### config.mk
export PLATFORM = sky130hd
export DESIGN_NAME = inst_fetch
export DESIGN_NICKNAME = d
export VERILOG_FILES = /design/src/rtl/inst_fetch.sv
export SDC_FILE = /design/constraint.sdc
export NUM_CORES = 1
export LEC_CHECK = 0
export ABC_AREA = 0
export CELL_PAD_IN_SITES_DETAIL_PLACEMENT = 0
export CELL_PAD_IN_SITES_GLOBAL_PLACEMENT = 1
export CORE_MARGIN = 4
export CORE_UTILIZATION = 33
export CTS_CLUSTER_SIZE = 20
export DETAILED_ROUTE_END_ITERATION = 12
export PLACE_DENSITY = 0.86
export SYNTH_ARGS = -nofsm -noshare
export SYNTH_HDL_FRONTEND = slang
export SYNTH_SLANG_ARGS = --single-unit
### constraint.sdc
create_clock -name i_clk -period 4.3 [get_ports i_clk]
set_input_delay 1.29 -clock i_clk [delete_from_list [all_inputs] [get_ports i_clk]]
set_output_delay 1.29 -clock i_clk [all_outputs]
set_load 0.02 [all_outputs]
### src/rtl/inst_fetch.sv
// inst_fetch: instruction-fetch stage; owns the PC, fetches words over req/gnt/valid,
// and hands one instruction plus its PC to decode through a valid/ready register.
//   i_clk, i_rst                  clock, asynchronous active-high reset
//   o_imem_req/o_imem_addr        fetch request (held until i_imem_gnt) and word address
//   i_imem_gnt/valid/rdata        memory accept, read-data strobe, read data
//   i_redirect/i_redirect_pc      one-cycle restart of fetch at a new target
//   o_inst_valid/i_dec_ready      decode handshake for o_inst_data/o_inst_pc
module inst_fetch #(
  parameter logic [31:0] RESET_PC = 32'h0000_0000,
  parameter logic [31:0] NOP_INST = 32'h0000_0013
) (
  input  logic        i_clk,
  input  logic        i_rst,
  output logic        o_imem_req,
  output logic [31:0] o_imem_addr,
  input  logic        i_imem_gnt,
  input  logic        i_imem_valid,
  input  logic [31:0] i_imem_rdata,
  input  logic        i_redirect,
  input  logic [31:0] i_redirect_pc,
  output logic        o_inst_valid,
  input  logic        i_dec_ready,
  output logic [31:0] o_inst_data,
  output logic [31:0] o_inst_pc
);
  localparam logic [1:0] IDLE = 2'd0;
  localparam logic [1:0] REQ  = 2'd1;
  localparam logic [1:0] WAIT = 2'd2;
  localparam logic [1:0] HOLD = 2'd3;
  logic [1:0]  state_q, state_d;
  logic [31:0] pc_q, pc_d;
  logic        drop_q, drop_d;
  logic        inst_valid_q, inst_valid_d;
  logic [31:0] inst_data_q, inst_data_d;
  logic [31:0] inst_pc_q, inst_pc_d;
  logic [31:0] target;
  assign target       = i_redirect_pc & 32'hFFFF_FFFC;
  assign o_imem_req   = state_q == REQ;
  assign o_imem_addr  = pc_q;
  assign o_inst_valid = inst_valid_q;
  assign o_inst_data  = inst_data_q;
  assign o_inst_pc    = inst_pc_q;
  // drop marks the single response still owed by memory as wrong-path
  always_comb begin
    state_d      = state_q;
    pc_d         = pc_q;
    drop_d       = drop_q;
    inst_valid_d = inst_valid_q;
    inst_data_d  = inst_data_q;
    inst_pc_d    = inst_pc_q;
    if (i_redirect) begin
      pc_d = target;
      case (state_q)
        IDLE: state_d = REQ;
        REQ: begin
          state_d = i_imem_gnt ? WAIT : REQ;
          drop_d  = i_imem_gnt;
        end
        WAIT: begin
          state_d = i_imem_valid ? REQ : WAIT;
          drop_d  = !i_imem_valid;
        end
        default: begin
          state_d      = REQ;
          inst_valid_d = 1'b0;
          inst_data_d  = NOP_INST;
        end
      endcase
    end else begin
      case (state_q)
        IDLE: state_d = REQ;
        REQ:  state_d = i_imem_gnt ? WAIT : REQ;
        WAIT: begin
          if (i_imem_valid && drop_q) begin
            drop_d  = 1'b0;
            state_d = REQ;
          end else if (i_imem_valid) begin
            inst_valid_d = 1'b1;
            inst_data_d  = i_imem_rdata;
            inst_pc_d    = pc_q;
            pc_d         = pc_q + 32'd4;
            state_d      = HOLD;
          end
        end
        default: begin
          if (i_dec_ready) begin
            inst_valid_d = 1'b0;
            inst_data_d  = NOP_INST;
            state_d      = REQ;
          end
        end
      endcase
    end
  end
  always_ff @(posedge i_clk or posedge i_rst) begin
    if (i_rst) begin
      state_q      <= IDLE;
      pc_q         <= RESET_PC;
      drop_q       <= 1'b0;
      inst_valid_q <= 1'b0;
      inst_data_q  <= NOP_INST;
      inst_pc_q    <= 32'h0;
    end else begin
      state_q      <= state_d;
      pc_q         <= pc_d;
      drop_q       <= drop_d;
      inst_valid_q <= inst_valid_d;
      inst_data_q  <= inst_data_d;
      inst_pc_q    <= inst_pc_d;
    end
  end
endmodule
; Word-level counts from Yosys, hierarchy flattened
; Cells that the tools add are included.
[totals]
word_cells = 61
regBits = 100
[op_classes]
reduce_logical = 16
muxes = 28
n_eq_ne = 8
bitwise = 2
n_addsub = 1
[op_table]
columns = cell, n
row1 = $mux 32, 9
row2 = $pmux 32 s2, 1
row3 = $add 32x3->32 const B, 1
row4 = $mux 2, 6
row5 = $mux 1, 8
row6 = $reduce_bool 2->1, 4
row7 = $ne 3x3->1 const B, 2
row8 = $pmux 2 s3, 1
row9 = $reduce_and 3->1, 2
row10 = $reduce_and 5->1, 1
row11 = $reduce_bool 5->1, 1
row12 = $ne 2x2->1 const B, 2
row13 = $ne 4x4->1 const B, 1
row14 = $pmux 1 s2, 2
row15 = $pmux 2 s2, 1
row16 = $reduce_and 4->1, 1
row17 = $reduce_bool 3->1, 1
row18 = $reduce_or 3->1, 1
row19 = $eq 2x1->1 const B, 1
row20 = $eq 2x2->1 const B, 1
row21 = $logic_not 2->1, 1
row22 = $ne 2x1->1 const B, 1
row23 = $not 1->1, 2
row24 = $reduce_and 2->1, 1
row25 = 3 further kinds, 3

; Depth between registers and ports, before layout
[depth]
word_depth = 5
ltp_mapped = 9

; Least setup slack after synthesis
; OpenSTA, ideal clock, no wires.
[synth_path]
path_type = input to register
start = input port i_imem_valid
end = register pc_q[26] (netlist: o_imem_addr[26])
path_slack_ns = 1.670
t_arrival_ns = 2.505
path_buffers = 0
t_required_ns = 4.175
setup_ns = 0.125
path_stages = 5
cell_sequence = nand4b_2 or3_1 nor4_1 xor2_1 mux2_2
[synth_between]
elab_chain_cells = 3
word_cells_on_any_way = 4
classes_between = 1 x eq/ne / 3 x reduce/logical
[synth_lines]
columns = element, line
row1 = from (decl), 17  ; input logic i_imem_valid,
row2 = $logic_and 1x1->1, 74  ; if (i_imem_valid && drop_q) begin
row3 = $ne 2x2->1 (no source line), -
row4 = $reduce_and 3->1 (no source line) (*), -
row5 = to (signal assigned), 105  ; pc_q <= pc_d;
row6 = to (decl), 31  ; logic [31:0] pc_q, pc_d;
; Mark *: on every way between the ends. The rest lies on a longest branch, timed or not.
; A chain may end at the register's enable or synchronous reset.

; Worst setup path after layout
[layout_path]
start = input port i_imem_valid
end = register pc_q[30] (netlist: o_imem_addr[30])
; Same word-level chain as after synthesis.

==> flow_metrics.tcl <==
set metrics [dict create \
    globalplace.congestion 0.750 \
    syn_area_mm2 0.00429 \
    clkTransAtPathRegs_ns 0.06 \
    die_h_um 122 \
    holdBufCountCts 0 \
    synthFlopType "dfrtp_1" \
    n_fill_cell 1165 \
    initial_core_util 0.339 \
    slew_headroom 0.605 \
    period_share 0.733 \
    overflow 0 \
    synth_fa_ha_area_frac 0.0146 \
    clk_latency_ns 0.35 \
    post_cts_buffers 0 \
    cts_buffers 9 \
    dp_hpwl_um 8760 \
    final_area_mm2 0.00635 \
    htreeDepth 3 \
    power_mw 2.71 \
    finalSetupTns_ns 0 \
    setup_viol 0 \
    synth.distinct_cells 42 \
    fmax_mhz 317 \
    irDropWorstVdd_v 0.000180 \
    root_buffer "clkbuf_16" \
    cp_max_fo 6 \
    synth_mux_area_frac 0.0939 \
    layout_min_cycle_time_ns 3.15 \
    end_kind "register" \
    leakage_nw 2.78 \
    cp.arrival_ns 3.38 \
    utilization 0.502 \
    hold_class "register to register" \
    die_w_um 122 \
    port_buffers 161 \
    grt_usage 0.163 \
    multi_input_area_mm2 0.00175 \
    ant_nets 0 \
    coreArea_mm2 0.0127 \
    synth-seq-cells 96 \
    drt-pass1-iter-count 4 \
    p_per_area_mw_per_mm2 426 \
    timing.hold.ws_ns 0.463 \
    yosys_warnings 0 \
    routed_via_density 4.85 \
    post-route-drc-count 0 \
    instances_no_fill 702 \
    avgSynthCellArea_um2 11.8 \
    drv_slew 0 \
    maxCapViolCount 0 \
    synth-simple-area-share 0.125 \
    grt_max_degree 53 \
    num_antenna_cells 0 \
    synth-xor-area-share 0.0551 \
    layout_setup_ws_ns 1.15 \
    async_flop_share 1.00 \
    nNetsFinal 600 \
    hold_viol_final 0 \
    critPathLaunchType "input port" \
    tightest_slew_ns 0.592 \
    synth-compound-area-share 0.113 \
    vias 3403 \
    cts_tree "yes" \
    seq_area_mm2 0.00241 \
    status "completed" \
    drive_gt1_frac 0.138 \
    grt_pass1_wl_um 18800 \
    skew_ns 0.00621 \
    row_count 41 \
    place_area_mm2 0.00609 \
    synth_top_family_by_area "simple AND/OR/NAND/NOR gates" \
    cts_resized 0 \
    antenna_found_initial 0 \
    synth_edf_count 0 \
    totalWireLength_um 11900 \
    areaGrowthSynthToFinish_pct 48.1 \
    grt_pass1_vias 3487 \
    cts.sinks 96 \
    synth_seq_area_share 0.561 \
    routedWlPerCell_um 17.0 \
    die_area_mm2 0.0149 \
    worstSetupPathType "input port to register" \
    dp_cells 686 \
    postSynthCellCount 365 \
    drt_iter0_drc 120 \
    clk_path_buf_depth 2 \
    dp_slack_ns 0.772 \
    pin_count 168 \
    rsz0062_at_grt "false" \
    cp.required_ns 4.53 \
]
-- report_power, final --
group	leakage, nW	switching, mW	internal [mW]
Sequential	1.25	0.107	1.04
Combinational	1.39	0.402	0.418
Clock	0.130	0.336	0.407
-- layout by cell type, fill, tap and decap left out, types with 2 or more instances in the layout --
master / Yosys / layout
a21oi_1: 7 / 6
a22o_1: 30 / 30
a22oi_1: 2 / 2
and3_1: 5 / 5
and4_2: 2 / 2
buf_4: 4 / 5
clkbuf_1: 12 / 3
clkbuf_16: 0 / 9
clkdlybuf4s50_1: 0 / 160
clkinv_2: 0 / 2
conb_1: 1 / 4
dfrtp_1: 93 / 93
dfstp_2: 3 / 3
ha_1: 5 / 5
inv_1: 12 / 11
mux2_2: 34 / 34
mux2i_1: 2 / 2
nand2_1: 38 / 38
nand2b_1: 2 / 2
nand3_1: 9 / 9
nand4_1: 9 / 9
nand4_2: 2 / 2
nor2_1: 12 / 11
nor3_1: 3 / 3
nor4_1: 7 / 6
o21ai_0: 23 / 23
o21ai_1: 3 / 3
xnor2_1: 8 / 8
xor2_1: 19 / 19
-- cells in the mapped netlist (3+ instances only) --
| library cell | instances | area share |
|---|---|---|
| xor2_1 | 19 | 0.039 |
| nand2_1 | 38 | 0.033 |
| o21ai_0 | 23 | 0.027 |
| o21ai_1 | 3 | 0.0035 |
| dfstp_2 | 3 | 0.018 |
| inv_1 | 12 | 0.010 |
| a21oi_1 | 7 | 0.0082 |
| xnor2_1 | 8 | 0.016 |
| ha_1 | 5 | 0.015 |
| mux2_2 | 34 | 0.089 |
| buf_4 | 4 | 0.0070 |
| nand4_1 | 9 | 0.013 |
| a22o_1 | 30 | 0.061 |
| nor2_1 | 12 | 0.010 |
| nor3_1 | 3 | 0.0035 |
| nor4_1 | 7 | 0.010 |
| dfrtp_1 | 93 | 0.54 |
| and3_1 | 5 | 0.0073 |
| clkbuf_1 | 12 | 0.010 |
| nand3_1 | 9 | 0.010 |
-- final timing paths --
check                      cells past startpoint  slack [ns]           start         endpoint
hold reg to reg                                2        0.46  o_inst_data[4]   o_inst_data[4]
setup / recovery                               6        1.15    i_imem_valid  o_imem_addr[30]
max in group asynchronous                      3        2.24           i_rst  o_imem_addr[23]
min in group asynchronous                      2        1.36           i_rst  o_inst_data[27]
hold / removal                                 2        0.46  o_inst_data[4]   o_inst_data[4]
setup reg to reg                               7        1.82      state_q[0]  o_imem_addr[30]
-- critical path, stage by stage --
cell and delay [ns]:
clkdlybuf4s50_1 0.64, nand4b_2 0.20, or3_1 0.48, nor4_1 0.39, xor2_1 0.11, mux2_2 0.28
-- flip-flops by register name, indices dropped and copies added (netlist names) --
name and count:
o_inst_pc 30, state_q 2, o_inst_valid 1, o_inst_data 32
drop_q 1, o_imem_addr 30
-- area by class of cell --
| cell class | count | area share |
|---|---|---|
| Tap cell | 172 | 0.0339 |
| Inverter | 12 | 0.00748 |
| Sequential cell | 96 | 0.379 |
| Clock inverter | 3 | 0.00276 |
| Clock buffer | 13 | 0.0394 |
| Multi-Input combinational cell | 239 | 0.276 |
| Timing Repair Buffer | 167 | 0.262 |
-- logic make-up after synthesis --
logic type      count (synthesis)
compound gates                 70
mux                            36
flops                          96
other cells                     1
fa+ha+maj                       5
simple gates                   97
xor+xnor                       27
buf+inv                        33
-- metal layers --
| layer | vias to the layer above | wire [um] | GRT usage |
|---|---|---|---|
| li1 | 1608 | - | - |
| met1 | 1681 | 4840 | 0.203 |
| met2 | 86 | 6210 | 0.268 |
| met3 | 28 | 458 | 0.0279 |
| met4 | 0 | 410 | 0.0896 |
| met5 | - | 0 | 0 |
Power figures use the tool's default switching activity.
==> RTL change, RTL diff (config.mk and constraints unchanged) <==
Reset style: synchronous (`i_rst`), changed in one clocked block. Comments in the files are not updated.
--- a/src/rtl/inst_fetch.sv
+++ b/src/rtl/inst_fetch.sv
@@ -92,7 +92,7 @@
       endcase
     end
   end
-  always_ff @(posedge i_clk or posedge i_rst) begin
+  always_ff @(posedge i_clk) begin
     if (i_rst) begin
       state_q      <= IDLE;
       pc_q         <= RESET_PC;
Formal check against the unedited RTL: differs if i_rst is asserted again (counterexample within 4 cycles, from zero or initial values and one cycle with i_rst high); with i_rst held inactive, the same outputs for 4 cycles.
==> RTL change against the original RTL <==
- routed wire length rose by 11%
- setup slack worse by 240 ps
- synthesized cell count grew 35%
- final cell count rose by 16%
- final area fell by 0.98%
- die area fell by 2.3%
- first-iteration DRC count rose by 85%
- sequential cell count stayed put
- synthesized area shrank 2.5%
- critical path type unchanged
Power is not compared: it rests on default switching activity, and its combinational part moved more than twofold at a synthesized area within 25%.
==> RTL change: results (changes against the original RTL) <==
| Metric | Value |
|---|---|
| Outcome | `finished, final reports clean` |
| Detail Placement HPWL | `9.422 mm (+7.6%)` |
| Layout cells sized above 1 | `5.288% (-8.5 points)` |
| DP Area | `5937 um^2 (-2.5%)` |
| Worst skew pair latency | `350 ps (about the same)` |
| CP arrival | `3620 ps (+240 ps)` |
| DR pass1 iterations | `4 (unchanged)` |
| First-pass GRT wire length | `20.91 mm (+12%)` |
| Resized Gates After CTS | `0 (unchanged)` |
| Commonest cells in the netlist | `dfxtp_1, nand2_1, a21oi_1, nor2_1, a22o_1` |
| Register area share after synthesis | `45.92% (-10 points)` |
| Routability cong. | `0.7930 (+5.8%)` |
| R2R cell count | `6 (-1)` |
| CP Max Fanout | `10 (+4)` |
| Synth cell types | `50 (+19%)` |
| Capturing point of the worst reg2reg path | `o_imem_addr[31]` |
| Largest net degree at the start of global routing | `55 (+3.8%)` |
| Synth area leaders | `dfxtp_1, nand2_1, a22o_1, a21oi_1, nor2_1` |
| FFs w/ async S/R, synth | `0% (-100 points)` |
| Hold WS | `453.1 ps (-10.07 ps)` |
| GRT Total Usage | `17.91% (+1.6 points)` |
| Starting DRC count in detailed routing | `222 (+85%)` |
| Slew margin rel. | `33.05% (-27 points)` |
| Reg-to-reg setup timing slack | `1660 ps (-160 ps)` |
| Setup Skew | `6.936 ps (+0.7261 ps)` |
| Via density | `5.228 (+7.9%)` |
| Vias in the first global route | `4031 (+16%)` |
| Hold Crit Class | `flip-flop to flip-flop` |
| Worst hold path startpoint | `o_inst_pc[10]` |
| Hold Path End | `o_inst_pc[10]` |
| Initial antenna violation count | `0 (unchanged)` |
| CTS max path bufs | `2 (unchanged)` |
| Initial cell density of the core | `34.27% (+0.40 points)` |
| Setup Buffers After CTS | `0 (unchanged)` |
| Reg2reg start | `state_q[0]` |
| Max VDD drop | `approximately 0.00019 V` |
| Total Nets Final | `713 (+19%)` |
| Final WL | `13.20 mm (+11%)` |
| IO buf count | `161 (unchanged)` |
-- RTL change: changes by cell type in the layout (fill, tap and decap cells not counted), moves of 6 or more --
cell	before	now
o21ai_0	23	7
a311oi_1	0	6
nor4_1	6	16
a211oi_1	0	13
dfxtp_1	0	96
a21oi_1	6	35
xor2_1	19	3
nor3_1	3	12
or3_1	1	7
nand2_1	38	89
dfrtp_1	93	0
nor2_1	11	29
mux2_2	34	0
-- RTL change: cell type report --
cell class	count	area (um^2)
inverter	14	52.55
multi-input combinational	348	2086
timing repair buffer	169	1667
clock inverter	5	102.6
clock buffer	11	252.7
fill	1207	5919
tap	168	210.2
sequential	96	1922
-- RTL change: metrics by stage --
step           setup slack, ps  util [%]  instances  power [mW]
2_1_floorplan             1466         -        496       1.079
3_3_place_gp             671.4     48.62        795       1.211
3_5_place_dp             578.1     48.62        795       1.216
4_1_cts                  895.9     51.53        811       2.167
5_1_grt                  725.6     51.53        811       2.230
6_report                 903.5     51.53        811       2.139
-- RTL change: kinds of logic after synthesis --
group	count (synthesis)	synth area share, %
xor+xnor	9	1.884
other cells	1	0.08960
simple gates	211	25.11
flops	96	45.92
fa+ha+maj	5	1.495
compound gates	119	20.39
buf+inv	52	5.112
-- RTL change: how the worst max path moves through the flow --
stage                  from               to  slack, ps  cells after the start
3_3_place_gp   i_imem_valid  o_imem_addr[31]        670                      5
3_5_place_dp   i_imem_valid  o_imem_addr[23]        580                      5
6_report       i_imem_valid  o_imem_addr[31]        900                      5
2_1_floorplan  i_imem_valid  o_imem_addr[22]       1470                      5
4_1_cts        i_imem_valid  o_imem_addr[31]        900                      5
5_1_grt        i_imem_valid  o_imem_addr[31]        730                      5
-- RTL change: routing by layer --
layer	share of wire, %	vias to the layer above	wire length [um]	GRT usage, %
met5	0	-	0	0
met4	2.3	0	298	7.649
met3	5.8	19	767	3.789
met2	49	140	6482	29.72
met1	43	2007	5654	22.47
li1	-	2074	-	-
-- RTL change: worst max-delay path: stages --
cell and delay, ps:
clkdlybuf4s50_1 630, and3b_1 490, nand4_1 390, or3_1 470, a2111oi_0 350
-- RTL change: power breakdown --
group          total, mW  switching, mW  internal (mW)
Sequential         0.950         0.0381          0.912
Combinational      0.247          0.118          0.129
Clock              0.942          0.343          0.599
